===== config.mk =====
export PLATFORM = sky130hd
export DESIGN_NAME = rgb_pl9823_rx
export DESIGN_NICKNAME = d
export VERILOG_FILES = /design/src/rtl/rgb_pl9823_rx.sv
export SDC_FILE = /design/constraint.sdc
export NUM_CORES = 1
export LEC_CHECK = 0
export BUFFER_PORTS_ARGS = -buffer_cell sky130_fd_sc_hd__buf_2
export CORE_MARGIN = 5
export CORE_UTILIZATION = 35
export CTS_BUF_LIST = sky130_fd_sc_hd__clkbuf_4 sky130_fd_sc_hd__clkbuf_8
export CTS_CLUSTER_DIAMETER = 40
export DETAILED_ROUTE_END_ITERATION = 8
export PLACE_DENSITY = 0.54
export SLEW_MARGIN = 20
export SYNTH_ARGS = -nofsm -noshare
export SYNTH_HDL_FRONTEND = slang
export SYNTH_SLANG_ARGS = --single-unit

===== constraint.sdc =====
create_clock -name CLK -period 2.1 [get_ports CLK]
set_clock_uncertainty 0.1 [all_clocks]
set_input_delay 0.315 -clock CLK [delete_from_list [all_inputs] [get_ports CLK]]
set_output_delay 0.315 -clock CLK [all_outputs]
set_load 0.01 [all_outputs]

===== src/rtl/rgb_pl9823_rx.sv =====
// PL9823 single-wire NRZ receiver: measures high pulses on a synchronized DIN,
// assembles 24-bit RGB pixels and flags frame end on a long low reset gap.
module rgb_pl9823_rx #(
  parameter int unsigned THRESH_CYC   = 43,
  parameter int unsigned MIN_HIGH_CYC = 5,
  parameter int unsigned MAX_HIGH_CYC = 120,
  parameter int unsigned RESET_CYC    = 2500,
  parameter int unsigned CW           = 16
) (
  input  logic       CLK,
  input  logic       RST_N,
  input  logic       DIN,
  output logic [7:0] OUT_ROT,
  output logic [7:0] OUT_GRUEN,
  output logic [7:0] OUT_BLAU,
  output logic       PIX_VALID,
  output logic [7:0] PIX_INDEX,
  output logic       FRAME_DONE,
  output logic [7:0] PIX_COUNT,
  output logic       ERR
);

  localparam logic [CW-1:0] THRESH_C = CW'(THRESH_CYC);
  localparam logic [CW-1:0] MIN_C    = CW'(MIN_HIGH_CYC);
  localparam logic [CW-1:0] MAX_C    = CW'(MAX_HIGH_CYC);
  localparam logic [CW-1:0] RESET_C  = CW'(RESET_CYC);

  typedef enum logic [1:0] {SYNC, IDLE, HIGH} state_t;

  state_t        state;
  logic          s1, s2, ds;
  logic [CW-1:0] cnt;
  logic [22:0]   sr;
  logic [4:0]    bit_cnt;
  logic [7:0]    pix_cnt;

  logic          rise, fall, din_edge;
  logic [23:0]   sr_next;

  // Edges are seen one cycle ahead of ds, so cnt holds the full length of the ending level.
  assign rise     = s2 & ~ds;
  assign fall     = ~s2 & ds;
  assign din_edge = s2 ^ ds;
  assign sr_next  = {sr, (cnt >= THRESH_C)};

  always_ff @(posedge CLK or negedge RST_N) begin
    if (!RST_N) begin
      state      <= SYNC;
      s1         <= 1'b0;
      s2         <= 1'b0;
      ds         <= 1'b0;
      cnt        <= '0;
      sr         <= '0;
      bit_cnt    <= '0;
      pix_cnt    <= '0;
      OUT_ROT    <= '0;
      OUT_GRUEN  <= '0;
      OUT_BLAU   <= '0;
      PIX_VALID  <= 1'b0;
      PIX_INDEX  <= '0;
      FRAME_DONE <= 1'b0;
      PIX_COUNT  <= '0;
      ERR        <= 1'b0;
    end else begin
      s1 <= DIN;
      s2 <= s1;
      ds <= s2;

      if (din_edge)      cnt <= CW'(1);
      else if (cnt != '1) cnt <= cnt + 1'b1;

      PIX_VALID  <= 1'b0;
      FRAME_DONE <= 1'b0;
      ERR        <= 1'b0;

      case (state)
        SYNC: begin
          if (!ds && cnt >= RESET_C) state <= IDLE;
        end

        IDLE: begin
          if (!ds && cnt == RESET_C) begin
            if (bit_cnt != '0) ERR <= 1'b1;
            if (pix_cnt != '0) begin
              FRAME_DONE <= 1'b1;
              PIX_COUNT  <= pix_cnt;
            end
            bit_cnt <= '0;
            pix_cnt <= '0;
          end
          if (rise) state <= HIGH;
        end

        HIGH: begin
          if (cnt == MAX_C) begin
            ERR     <= 1'b1;
            bit_cnt <= '0;
            pix_cnt <= '0;
            state   <= SYNC;
          end else if (fall) begin
            state <= IDLE;
            if (cnt >= MIN_C) begin
              sr <= sr_next[22:0];
              if (bit_cnt == 5'd23) begin
                OUT_ROT   <= sr_next[23:16];
                OUT_GRUEN <= sr_next[15:8];
                OUT_BLAU  <= sr_next[7:0];
                PIX_INDEX <= pix_cnt;
                PIX_VALID <= 1'b1;
                bit_cnt   <= '0;
                if (pix_cnt != 8'hFF) pix_cnt <= pix_cnt + 1'b1;
              end else begin
                bit_cnt <= bit_cnt + 1'b1;
              end
            end
          end
        end

        default: state <= SYNC;
      endcase
    end
  end

endmodule

# --- Yosys cells after proc, flatten, opt, wreduce, memory -nomap -nowiden ---
# Cells that the tools add are included.
classes:
  addsub: 3
  multipliers: 0
  div_mod_pow: 0
  n_lt_le_gt_ge: 3
  n_eq_ne: 14
  shift: 0
  n_mux: 32
  n_bitwise: 6
  reduce_logical: 14
op_table:
  columns: ["cell", "n"]
  rows:
  - ["two-way mux 8 bit", 6]
  - ["two-way mux 16 bit", 2]
  - ["two-way mux 5 bit", 5]
  - ["adder 16 x 1 -> 16 bit (second input constant)", 1]
  - ["equality test 16 x 12 -> 1 bit (second input constant)", 1]
  - ["equality test 16 x 7 -> 1 bit (second input constant)", 1]
  - ["greater-or-equal comparator 16 x 12 -> 1 bit (second input constant)", 1]
  - ["greater-or-equal comparator 16 x 3 -> 1 bit (second input constant)", 1]
  - ["greater-or-equal comparator 16 x 6 -> 1 bit (second input constant)", 1]
  - ["!= test 16 bit (second input constant)", 1]
  - ["one-hot mux 8 bit (2 select lines)", 1]
  - ["!= test 3 bit (second input constant)", 4]
  - ["two-way mux 1 bit", 11]
  - ["one-hot mux 5 bit (2 select lines)", 1]
  - ["adder 8 x 1 -> 8 bit (second input constant)", 1]
  - ["two-way mux 2 bit", 4]
  - ["!= test 8 bit (second input constant)", 1]
  - ["AND reduction 4 bit", 2]
  - ["nonzero test 8 bit", 1]
  - ["!= test 2 bit (second input constant)", 3]
  - ["one-hot mux 2 bit (3 select lines)", 1]
  - ["AND reduction 3 bit", 2]
  - ["AND reduction 6 bit", 1]
  - ["adder 5 x 1 -> 5 bit (second input constant)", 1]
  - ["other kinds (13)", 18]
totals:
  ff_bits: 100
  latch_bits: 0
  ram_bits: 0
  romBits: 0
  output_inout_bits: 43
  word_cells: 88
  n_memories: 0

# --- Depth between registers and ports, before layout ---
# Gate-level depths: netlist of the first run.
logic_depth:
  word_depth: 7
  depth_mapped: 10
  depth_no_buf: 8

# --- Least setup slack after synthesis of the first run ---
# Ideal clock, no wire load.
synth_path:
  kind: "register to register"
  from: "reg cnt[12]"
  to: "reg OUT_BLAU[7]"
  arrival_time_ps: 2091
  path_slack_ps: -216
  stages_incl_launch_ff: 8
  period_less_slack_ps: 2316
  path_cell_list: "dfrtp_1 or4_4 nor4b_4 a21oi_2 nand2_4 nor2_4 buf_6 mux2_4"
synth_between:
  elab_chain_cells: 3
synth_lines:
  columns: ["item", "line", "source"]
  rows:
  - ["start: declaration", "32", "logic [CW-1:0] cnt;"]
  - ["start signal: assignment", "70", "else if (cnt != '1) cnt <= cnt + 1'b1;"]
  - ["parallel branches: the longest is 2 deep, another holds greater-or-equal comparator 16 x 3 -> 1 bit", null, null]
  - ["AND reduction 5 bit (no line) *", null, null]
  - ["end signal: assignment", "107", "OUT_BLAU <= sr_next[7:0];"]
  - ["end: declaration", "15", "output logic [7:0] OUT_BLAU,"]
# Mark *: on every way between the ends.
# A chain may end at the register's enable or synchronous reset.

# --- Worst setup path in the final report of the first run ---
layout_path:
  from: "reg cnt[13]"
  to: "reg OUT_GRUEN[1]"
layout_between:
  elab_chain_cells: 3
layout_lines:
  columns: ["item", "line", "source"]
  rows:
  - ["parallel branches: the longest is 2 deep, another holds greater-or-equal comparator 16 x 3 -> 1 bit", null, null]
  - ["AND reduction 5 bit (no line) *", null, null]
  - ["end signal: assignment", "106", "OUT_GRUEN <= sr_next[15:8];"]
  - ["end: declaration", "14", "output logic [7:0] OUT_GRUEN,"]
# Marked as above.

==> Flow_metrics.wiki, run 1 <==
{| class="wikitable"
! Metric !! Value
|-
| Number of library cell types mapped by synthesis || 51
|-
| Delay-heaviest family, CP || simple AND/OR/NAND/NOR gates
|-
| # nets final || approximately 570
|-
| Buffer levels on the longest clock path || 2
|-
| Cell area power density || 543 nW/um^2
|-
| Time the final worst path needs with I/O delays and setup || between 2 and 2.5 ns
|-
| Critical Path, Cell by Cell || or4_4, nor4b_4, a21oi_2, nand2_4, nor2_4, buf_12, mux2_4
|-
| Final setup slack of the worst path || -0.123 ns
|-
| Area used by multi-input combinational logic || 2180 sq um
|-
| RSZ-0062 raised after global routing || yes
|-
| Vias in the first global route || 3500
|-
| DRC violation total after the first TritonRoute iteration || 239
|-
| Critical path depth || 7
|-
| Placed Area || 5540 sq um
|-
| Max Fclk || roughly 450 MHz
|-
| FF-to-FF setup slack || -0.12 ns
|-
| Area Growth Syn to Fin || 32.4%
|-
| Highest-count cells in the layout ignoring fill and taps || sky130_fd_sc_hd__dfrtp_1 (99), sky130_fd_sc_hd__nand2_1 (93), sky130_fd_sc_hd__buf_4 (61), sky130_fd_sc_hd__buf_2 (44), sky130_fd_sc_hd__mux2_4 (32)
|-
| Critical path capture point || OUT_GRUEN[1]$_DFFE_PN0P_
|-
| Vias || about 3500
|-
| Kind of end point of the critical path || register
|-
| Cts bufs inserted || 9
|-
| Pre-CTS WS || -0.166 ns
|-
| Final hold violation count || 0
|-
| Worst stage delay on the critical path || 0.55 ns
|-
| Total routing resource utilization after global routing || 13.7%
|-
| Endpoint required time on the critical path || ~2.3 ns
|-
| Slew at the pin closest to its max-slew limit || 0.486 ns
|-
| Count of flip-flops with a built-in enable after synthesis || 0
|-
| Maximum number of pins on one net before global-route repair || 44
|-
| Initial cell density of the core || between 30 and 40%
|-
| Class of the worst hold path || in -> async
|-
| Number of max-slew violations in the final report || 0
|-
| Footprint of the flip-flops and latches || ~2500 sq um
|-
| HPWL reported at the end of detailed placement || 7410 microns
|-
| Antenna violations before repair || 0
|-
| Total standard cell area after synthesis || 4650 sq um
|-
| Leakage component of the power || between 3 and 4 nW
|-
| Average size of a mapped cell || 10.7 sq um
|-
| Post-synth net total || 450
|-
| Capture instance of the worst register-to-register path || OUT_GRUEN[1]$_DFFE_PN0P_
|-
| Fin area || 6150 sq um
|-
| Layout filler cell count || between 1000 and 1500
|-
| Count of inserted antenna diode cells || 0
|-
| First-pass iteration count of the detailed router || 4
|-
| Vias per Instance || around 4.7
|-
| Clock-pin slew reported for the worst setup and hold paths after clock tree synthesis || 0.10 ns
|-
| Tcrit/Tclk final || 106%
|-
| Number of buffer and inverter stages on the critical path || 1
|-
| CTS tree || done
|-
| Outcome || finished with violations
|-
| Crit Path Max Fanout || 13
|-
| Critical path startpoint || cnt[13]$_DFFE_PN0P_
|-
| FF-to-FF path depth || 7
|-
| Clock net sink count || 100
|-
| Max-capacitance violation count || 0
|-
| Count of buffers inserted at the top-level ports || 45
|-
| CTS H-Tree Depth || 3
|-
| Fraction of synthesis flops using an asynchronous set or reset pin || 100%
|-
| Launching point of the worst reg2reg path || cnt[13]$_DFFE_PN0P_
|-
| Finish-stage setup viols || 52
|-
| Commonest register cell after synthesis || sky130_fd_sc_hd__dfrtp_1
|-
| Horiz. Die Dim || 125 microns
|-
| Number of I/O pins || between 40 and 50
|-
| Arr. time, crit path || 2.40 ns
|-
| Core Footprint || 13100 sq um
|-
| Vertical die dimension || between 100 and 150 microns
|-
| Number of standard cells in the layout, taps in and fillers out || 732
|-
| Layout cells sized above 1 || 38.3%
|-
| Nature of the critical path startpoint || register
|-
| Hold_ws || 0.200 ns
|-
| Routed wire per std cell || 14.5 microns
|-
| Remaining routing DRC violations || 0
|-
| Total global routing overflow || 0
|-
| Root Buffer Master || sky130_fd_sc_hd__clkbuf_8
|-
| Most common library cell in the layout ignoring fill and taps || sky130_fd_sc_hd__dfrtp_1
|-
| Number of instances in the synthesized netlist || 433
|-
| Placement Rows || 42
|-
| Final Wtd Congestion || 0.818
|-
| Global-route wire length before repair || 17600 microns
|-
| Latest clock arrival within the worst-skew pair || 0.38 ns
|-
| Crit Path Class || reg -> reg
|-
| YS warnings || 0
|-
| Violations in the final reports || setup timing
|-
| Remaining max-slew budget at the tightest pin || 67.6%
|-
| Synthesis-stage register bit count || 100
|-
| Cell with the biggest individual delay on the critical path || sky130_fd_sc_hd__or4_4
|-
| Proportion of synthesized chip area in sequential cells || 53.9%
|-
| Post-route ant nets || 0
|-
| Total instance count after detailed placement || about 700
|-
| Die area || roughly 16000 sq um
|-
| Final wirelength || about 11000 microns
|-
| Highest ir drop seen on vdd || roughly 0.44 mV
|}
area by class of cell:
type / count / share of cell area, %
repair buffers: 125 / 15.9
clock inverters: 6 / 0.875
flip-flops and latches: 100 / 40.7
clock buffers: 10 / 2.24
well taps: 176 / 3.58
inverters: 20 / 1.22
multi-input cells: 295 / 35.4
report_power, final:
group          internal [W]  total [W]  switching [W]
logic             0.0000654   0.000181       0.000115
registers           0.00194    0.00196      0.0000213
clock network      0.000483    0.00120       0.000713
layer usage:
metal	up-vias	wire, microns	GRT usage [%]
met2	53	5150	22.1
met3	10	447	3.88
li1	1721	-	-
met5	-	0	0
met1	1687	4920	18.1
met4	0	128	4.21
flip-flops by register name (all words and copies together) (netlist names):
register / flops
ds: 1
s1: 1
state: 2
cnt: 16
sr: 23
PIX_VALID: 1
PIX_COUNT: 8
pix_cnt: 8
s2: 1
FRAME_DONE: 1
OUT_ROT: 8
ERR: 1
OUT_GRUEN: 8
bit_cnt: 5
OUT_BLAU: 8
PIX_INDEX: 8
metrics by stage:
step | utilization (%) | power, W | TNS (ns)
finish | 46.8 | 0.00334 | -4.04
floorplan | - | 0.00207 | -6.75
detailed placement | 42.2 | 0.00217 | -6.62
global route | 46.8 | 0.00348 | -9.37
CTS | 45.3 | 0.00340 | -3.49
global placement | 42.2 | 0.00217 | -4.69
synthesized netlist by cell type (all sizes together) (2+ instances only):
master / instances / area share [%]
and3: 6 / 0.81
a21oi: 11 / 1.3
a31oi: 3 / 0.40
or3: 3 / 0.40
o21ai: 22 / 2.4
nor4b: 2 / 0.70
mux2: 33 / 10
o31ai: 7 / 1.1
clkbuf: 10 / 0.81
a211oi: 3 / 0.48
nor3: 8 / 0.86
nor4: 3 / 0.40
dfrtp: 100 / 54
a41oi: 2 / 0.38
xnor2: 4 / 0.75
or4: 2 / 0.40
nor2: 22 / 1.9
xor2: 8 / 1.5
and2: 2 / 0.27
o22ai: 2 / 0.27
nand2: 98 / 8.1
buf: 8 / 1.3
a22o: 2 / 0.38
nand3: 13 / 1.4
inv: 20 / 1.6
nand4: 7 / 0.94
o41ai: 3 / 0.57
ha: 14 / 3.8
nor2b: 2 / 0.27
timing repair:
action | in CTS | in global routing
setup buffers | 8 | 6
gates cloned | 1 | 3
pin swaps | 11 | 8
setup endpoints to repair | 69 | 79
hold endpoints to repair | 101 | 0
gates resized for setup | 40 | 25
hold buffers | 2 | 0
cells by family after synthesis:
family | after synthesis | share of synthesized area, %
adders and majority gates | 14 | 3.77
DFF | 100 | 53.9
buffers and inverters | 38 | 3.69
AOI/OAI and AO/OA | 64 | 8.97
muxes | 33 | 10.3
and+or+nand+nor | 172 | 17.1
xor gates and xnor gates | 12 | 2.26
worst min path at each step:
stage | from | endpoint | slack (ns) | cells after the start
after global placement | RST_N | sr[15]$_DFFE_PN0P_ | 0.08 | 1
after global routing | RST_N | sr[15]$_DFFE_PN0P_ | 0.19 | 2
final | RST_N | OUT_ROT[4]$_DFFE_PN0P_ | 0.20 | 2
after CTS | RST_N | bit_cnt[0]$_DFFE_PN0P_ | 0.18 | 2
after detailed placement | RST_N | sr[15]$_DFFE_PN0P_ | 0.07 | 1
after floorplan | RST_N | ERR$_DFF_PN0_ | -0.08 | 0
(Power assumes the default switching activity.)
==> run 2, diff against run 1 <==
- PLACE_DENSITY: 0.54 -> 0.52
- clock period: 2.1 -> 2.41 ns (I/O delays scaled with it)
==> run 2 against run 1 <==
The run now ends clean; sequential share of layout area is 4.5 points higher; first-iteration DRC count decreased by 3.3%; non-clock buffer count down 42; routed wire length shrank 11%; sequential power down 13%; utilization shrank 4.6 points; combinational power shrank 23%; worst setup slack better by 0.25 ns; power fell by 13%; critical endpoint is now pix_cnt[5]$_DFFE_PN0P_; largest cell class unchanged; highest routed layer unchanged.
==> Flow_metrics.wiki, run 2 (synthesized netlist as in run 1, its figures left out) <==
{| class="wikitable"
! Metric !! Value
|-
| Leakage component of the power || around 2.8 nW
|-
| Vias per Instance || about 4.8
|-
| Remaining routing DRC violations || 0
|-
| Capture instance of the worst register-to-register path || pix_cnt[5]$_DFFE_PN0P_
|-
| Endpoint with the worst hold slack || s2$_DFF_PN0_
|-
| FF-to-FF path depth || 8
|-
| Class of the worst hold path || reg -> reg
|-
| Kind of end point of the critical path || register
|-
| Vertical die dimension || 125 microns
|-
| Worst Hold Launch || s1$_DFF_PN0_
|-
| Number of standard cells in the layout, taps in and fillers out || 690
|-
| Placement Rows || 42
|-
| Global-route wire length before repair || about 16000 microns
|-
| Post-route ant nets || 0
|-
| Flip-flop count of the largest register, all copies and words added || 23
|-
| Buffer levels on the longest clock path || 2
|-
| Count of buffers inserted at the top-level ports || 45
|-
| Area Growth Syn to Fin || 19.3%
|-
| Root Buffer Master || sky130_fd_sc_hd__clkbuf_8
|-
| First-pass iteration count of the detailed router || 4
|-
| CTS tree || done
|-
| Area used by multi-input combinational logic || 2000 sq um
|-
| Slew at the pin closest to its max-slew limit || ~0.90 ns
|-
| Launching point of the worst reg2reg path || pix_cnt[0]$_DFFE_PN0P_
|-
| # nets final || 526
|-
| RSZ-0062 raised after global routing || no
|-
| Total global routing overflow || 0
|-
| Crit Path Class || reg -> reg
|-
| Setup TNS || 0 ns
|-
| DRC violation total after the first TritonRoute iteration || 231
|-
| Final wirelength || 9460 microns
|-
| WHS Path Cells || 0
|-
| Time the final worst path needs with I/O delays and setup || 2.28 ns
|-
| Most common library cell in the layout ignoring fill and taps || sky130_fd_sc_hd__dfrtp_1
|-
| Maximum number of pins on one net before global-route repair || 51
|-
| Number of I/O pins || 46
|-
| Final hold violation count || 0
|-
| Clock-pin slew reported for the worst setup and hold paths after clock tree synthesis || 0.10 ns
|-
| HPWL reported at the end of detailed placement || 6790 microns
|-
| Latest clock arrival within the worst-skew pair || 0.38 ns
|-
| Max-capacitance violation count || 0
|-
| Layout filler cell count || 1300
|-
| Highest-count cells in the layout ignoring fill and taps || sky130_fd_sc_hd__dfrtp_1 (100), sky130_fd_sc_hd__nand2_1 (97), sky130_fd_sc_hd__buf_2 (44), sky130_fd_sc_hd__buf_4 (33), sky130_fd_sc_hd__mux2_4 (29)
|-
| Endpoint required time on the critical path || 2.63 ns
|-
| Final Wtd Congestion || 0.802
|-
| Antenna violations before repair || 0
|-
| Cts bufs inserted || 9
|-
| Highest ir drop seen on vdd || 0.304 mV
|-
| Core Footprint || 13100 sq um
|-
| Number of max-slew violations in the final report || 0
|-
| Arr. time, crit path || 2.50 ns
|-
| Nature of the critical path startpoint || register
|-
| FF-to-FF setup slack || 0.13 ns
|-
| Crit Path Max Fanout || 12
|-
| Leading registers by flop count || sr: 23 flops, cnt: 16 flops
|-
| Cell area power density || ~520 nW/um^2
|-
| Outcome || finished, final reports clean
|-
| Footprint of the flip-flops and latches || 2500 sq um
|-
| Vias || around 3300
|-
| Initial cell density of the core || 35.4%
|-
| Most flop-heavy register || sr
|-
| Count of inserted antenna diode cells || 0
|-
| Horiz. Die Dim || 125 microns
|-
| Tcrit/Tclk final || 94.7%
|-
| Max Fclk || 438 MHz
|-
| Clock net sink count || 100
|-
| Die area || 15700 sq um
|-
| CTS H-Tree Depth || 3
|-
| Routed wire per std cell || 13.7 microns
|-
| Finish-stage setup viols || 0
|-
| Layout cells sized above 1 || about 27%
|-
| Remaining max-slew budget at the tightest pin || roughly two fifths
|-
| Vias in the first global route || ~3100
|-
| Total instance count after detailed placement || 666
|-
| Total routing resource utilization after global routing || about an eighth
|}
-- run 2: cell count changes in the layout (fill, tap and decap cells not counted), moves of 4 or more --
cell,before,now
sky130_fd_sc_hd__buf_4,61,33
sky130_fd_sc_hd__buf_6,10,1
sky130_fd_sc_hd__o21ai_0,5,14
sky130_fd_sc_hd__a21oi_2,6,1
sky130_fd_sc_hd__nor2_1,17,21
sky130_fd_sc_hd__nand2_2,4,0
sky130_fd_sc_hd__nand2_1,93,97
sky130_fd_sc_hd__o21ai_1,13,7
sky130_fd_sc_hd__a21oi_1,5,10
-- run 2: cell type report --
| type | count | area share [%] |
|---|---|---|
| Clock buffer | 11 | 2.62 |
| Clock inverter | 5 | 0.790 |
| Inverter | 20 | 1.35 |
| Multi-Input combinational cell | 295 | 36.0 |
| Sequential cell | 100 | 45.2 |
| Tap cell | 176 | 3.97 |
| Timing Repair Buffer | 83 | 10.1 |
-- run 2: critical path: stages, from the launching register on --
cell                       delay, ns
sky130_fd_sc_hd__dfrtp_1        0.39
sky130_fd_sc_hd__ha_1           0.22
sky130_fd_sc_hd__and3_1         0.23
sky130_fd_sc_hd__a31o_2         0.25
sky130_fd_sc_hd__a211oi_1       0.28
sky130_fd_sc_hd__buf_4          0.24
sky130_fd_sc_hd__nand4_1        0.12
sky130_fd_sc_hd__or3_1          0.32
sky130_fd_sc_hd__o21ai_1        0.07
-- run 2: worst max path at each step --
stage	end	startpoint
floorplan	OUT_BLAU[7]$_DFFE_PN0P_	cnt[12]$_DFFE_PN0P_
global placement	OUT_ROT[4]$_DFFE_PN0P_	cnt[12]$_DFFE_PN0P_
detailed placement	OUT_ROT[4]$_DFFE_PN0P_	cnt[15]$_DFFE_PN0P_
CTS	OUT_ROT[4]$_DFFE_PN0P_	cnt[15]$_DFFE_PN0P_
global route	OUT_ROT[5]$_DFFE_PN0P_	cnt[0]$_DFFE_PN0P_
finish	pix_cnt[5]$_DFFE_PN0P_	pix_cnt[0]$_DFFE_PN0P_
-- run 2: routing by layer --
layer,GRT usage [%],vias to the layer above,part of all wire (%)
met2,19.1,45,46
met4,4.15,0,1.6
met1,16.5,1609,48
li1,-,1642,-
met3,3.54,14,4.1
met5,0,-,0
-- run 2: metrics by stage --
stage	hold WS [ns]	utilization [%]	power [W]	instance area (sq um)	setup slack, ns
after floorplan	-0.0341	-	0.00180	4650	0.0937
after global placement	0.233	40.0	0.00188	5260	0.0837
after detailed placement	0.238	40.0	0.00188	5260	0.0420
after CTS	0.260	41.6	0.00295	5470	0.0373
after global routing	0.267	42.2	0.00303	5540	0.0116
final	0.257	42.2	0.00290	5540	0.129
-- run 2: repair_timing --
item | 4_1_cts | 5_1_grt
endpoints found under the setup margin | 0 | 59
resized for setup | 0 | 5
hold endpoints to repair | 49 | 0
buffers inserted | 0 | 6
hold buffers | 2 | 0
-- run 2: power breakdown --
part | internal (W) | leakage [nW] | switching, W
Clock | 0.000430 | 0.0919 | 0.000619
Sequential | 0.00169 | 1.39 | 0.0000197
Combinational | 0.0000492 | 1.36 | 0.0000903
Total | 0.00217 | 2.83 | 0.000729
==> run 3, diff against run 2 <==
- CORE_UTILIZATION: 35 -> 61
- PLACE_DENSITY: 0.52 -> 0.82
==> run 3 against run 2 <==
Highest routed layer unchanged; combinational power down 17%; power down 1.2%; largest power group unchanged; critical endpoint is now pix_cnt[7]$_DFFE_PN0P_; critical path type unchanged; non-clock buffer count down 10; routed wire length down 2.4%.
==> Flow_metrics.wiki, run 3 (synthesized netlist as in run 1, its figures left out) <==
{| class="wikitable"
! Metric !! Value
|-
| Total global routing overflow || 0
|-
| Critical path startpoint || cnt[12]$_DFFE_PN0P_
|-
| Placement Rows || 31
|-
| Critical path capture point || pix_cnt[7]$_DFFE_PN0P_
|-
| Horiz. Die Dim || about 97 microns
|-
| FF-to-FF setup slack || 0.08 ns
|-
| Class of the worst hold path || reg -> reg
|-
| Time the final worst path needs with I/O delays and setup || 2.33 ns
|-
| Total instance count after detailed placement || 581
|-
| Endpoint required time on the critical path || ~2.6 ns
|-
| Antenna violations before repair || 0
|-
| Number of max-slew violations in the final report || 0
|-
| Total routing resource utilization after global routing || around a fifth
|-
| Count of buffers inserted at the top-level ports || 45
|-
| Clock net sink count || 100
|-
| Vias per Instance || 5.61
|-
| Number of I/O pins || 46
|-
| Final wirelength || ~9000 microns
|-
| Routed wire per std cell || ~15 microns
|-
| Vias in the first global route || 3409
|-
| Fin area || 5370 sq um
|-
| Layout filler cell count || 509
|-
| Final setup slack of the worst path || 0.0765 ns
|-
| Hold_ws || 0.273 ns
|-
| Area Growth Syn to Fin || 15.5%
|-
| Root Buffer Master || sky130_fd_sc_hd__clkbuf_8
|-
| Pre-CTS WS || -0.0162 ns
|-
| Clock-pin slew reported for the worst setup and hold paths after clock tree synthesis || 0.10 ns
|-
| Crit Path Max Fanout || 6
|-
| Latest clock arrival within the worst-skew pair || 0.38 ns
|-
| Slew at the pin closest to its max-slew limit || 0.842 ns
|-
| Max-capacitance violation count || 0
|-
| Max Fclk || 429 MHz
|-
| Most flop-heavy register || sr
|-
| First-pass iteration count of the detailed router || 5
|-
| Cts bufs inserted || 9
|-
| Nature of the critical path startpoint || register
|-
| Leakage component of the power || between 2 and 3 nW
|-
| Vertical die dimension || 97.3 microns
|-
| Post-route ant nets || 0
|-
| Final Wtd Congestion || 0.860
|-
| Most common library cell in the layout ignoring fill and taps || sky130_fd_sc_hd__dfrtp_1
|-
| Count of inserted antenna diode cells || 0
|-
| Crit Path Class || reg -> reg
|-
| Leading registers by flop count || sr: 23 flops, cnt: 16 flops
|-
| Core Footprint || 7330 sq um
|-
| Initial cell density of the core || 63.4%
|-
| Launching point of the worst reg2reg path || cnt[12]$_DFFE_PN0P_
|-
| Highest-count cells in the layout ignoring fill and taps || sky130_fd_sc_hd__dfrtp_1 (99), sky130_fd_sc_hd__nand2_1 (97), sky130_fd_sc_hd__buf_2 (44), sky130_fd_sc_hd__mux2_4 (29), sky130_fd_sc_hd__buf_4 (24)
|-
| HPWL reported at the end of detailed placement || 6480 microns
|-
| CTS H-Tree Depth || 3
|-
| Layout cells sized above 1 || 25.4%
|-
| Total Power || 0.00286 W
|-
| Number of standard cells in the layout, taps in and fillers out || 603
|-
| Outcome || finished, final reports clean
|-
| CTS tree || done
|-
| Placed Area || 5100 sq um
|-
| Finish-stage setup viols || 0
|-
| Final hold violation count || 0
|-
| Remaining max-slew budget at the tightest pin || 43.7%
|-
| Buffer levels on the longest clock path || 2
|-
| DRC violation total after the first TritonRoute iteration || ~130
|-
| Kind of end point of the critical path || register
|-
| Highest ir drop seen on vdd || 0.345 mV
|-
| Maximum number of pins on one net before global-route repair || 60
|-
| Arr. time, crit path || 2.51 ns
|-
| Tcrit/Tclk final || 96.8%
|-
| Vias || 3380
|-
| Capture instance of the worst register-to-register path || pix_cnt[7]$_DFFE_PN0P_
|-
| Die area || 9460 sq um
|-
| Cell area power density || about 530 nW/um^2
|-
| Global-route wire length before repair || 16000 microns
|-
| FF-to-FF path depth || 9
|-
| Remaining routing DRC violations || 0
|-
| # nets final || 516
|-
| Flip-flop count of the largest register, all copies and words added || 23
|}
==> run 3: changes by cell type in the layout (fill, tap and decap cells not counted), sizes merged <==
cell      previous run  this run
clkbuf              11         9
buf                 81        71
clkinvlp             2         1
clkinv               0         3
==> run 3: where the power goes <==
part           switching [W]  internal [W]  total, W
clock network       0.000627      0.000402   0.00103
registers          0.0000277       0.00169   0.00172
logic              0.0000805     0.0000356  0.000116
total               0.000736       0.00213   0.00286
==> run 3: cell type report <==
cell class	count	area (sq um)	share of cell area (%)
sequential	100	2500	46.7
tap	99	124	2.31
inverter	20	75.1	1.40
timing repair buffer	73	480	8.95
clock inverter	7	68.8	1.28
clock buffer	9	124	2.31
multi-input combinational	295	1990	37.1
==> run 3: worst min-delay path by stage <==
| stage | startpoint | slack (ns) | depth (start not counted) | to |
|---|---|---|---|---|
| global placement | s1$_DFF_PN0_ | 0.24 | 0 | s2$_DFF_PN0_ |
| CTS | s1$_DFF_PN0_ | 0.27 | 0 | s2$_DFF_PN0_ |
| floorplan | RST_N | -0.03 | 0 | ERR$_DFF_PN0_ |
| finish | s1$_DFF_PN0_ | 0.27 | 0 | s2$_DFF_PN0_ |
| detailed placement | s1$_DFF_PN0_ | 0.24 | 0 | s2$_DFF_PN0_ |
| global route | s1$_DFF_PN0_ | 0.30 | 0 | s2$_DFF_PN0_ |
==> run 3: layer usage <==
metal,wire (microns),global-route usage [%],vias to the layer above
met4,136,6.82,0
li1,-,-,1624
met3,471,5.89,16
met5,0,0,-
met2,4380,32.2,90
met1,4240,27.6,1650
==> run 3: repair_timing <==
item,4_1_cts,5_1_grt
setup endpoints to repair,32,42
gates resized for setup,1,3
endpoints found under the hold margin,58,0
buffers inserted,0,4
pin swaps,0,3
hold buffers,2,0
==> run 3: through the flow <==
stage	utilization [%]	TNS, ns
6_report	73.2	0
5_1_grt	73.2	-0.00976
4_1_cts	72.6	0
3_5_place_dp	69.6	-0.0340
3_3_place_gp	69.6	0
2_1_floorplan	-	0
==> run 3: worst max-delay path: stages (launching register included) <==
cell and delay [ns]:
sky130_fd_sc_hd__dfrtp_1 0.42, sky130_fd_sc_hd__or4_4 0.56, sky130_fd_sc_hd__nor4b_4 0.22, sky130_fd_sc_hd__buf_4 0.18
sky130_fd_sc_hd__a211oi_2 0.06, sky130_fd_sc_hd__buf_4 0.17, sky130_fd_sc_hd__buf_4 0.13, sky130_fd_sc_hd__a41oi_1 0.22
sky130_fd_sc_hd__o21ai_1 0.08, sky130_fd_sc_hd__o31ai_1 0.10
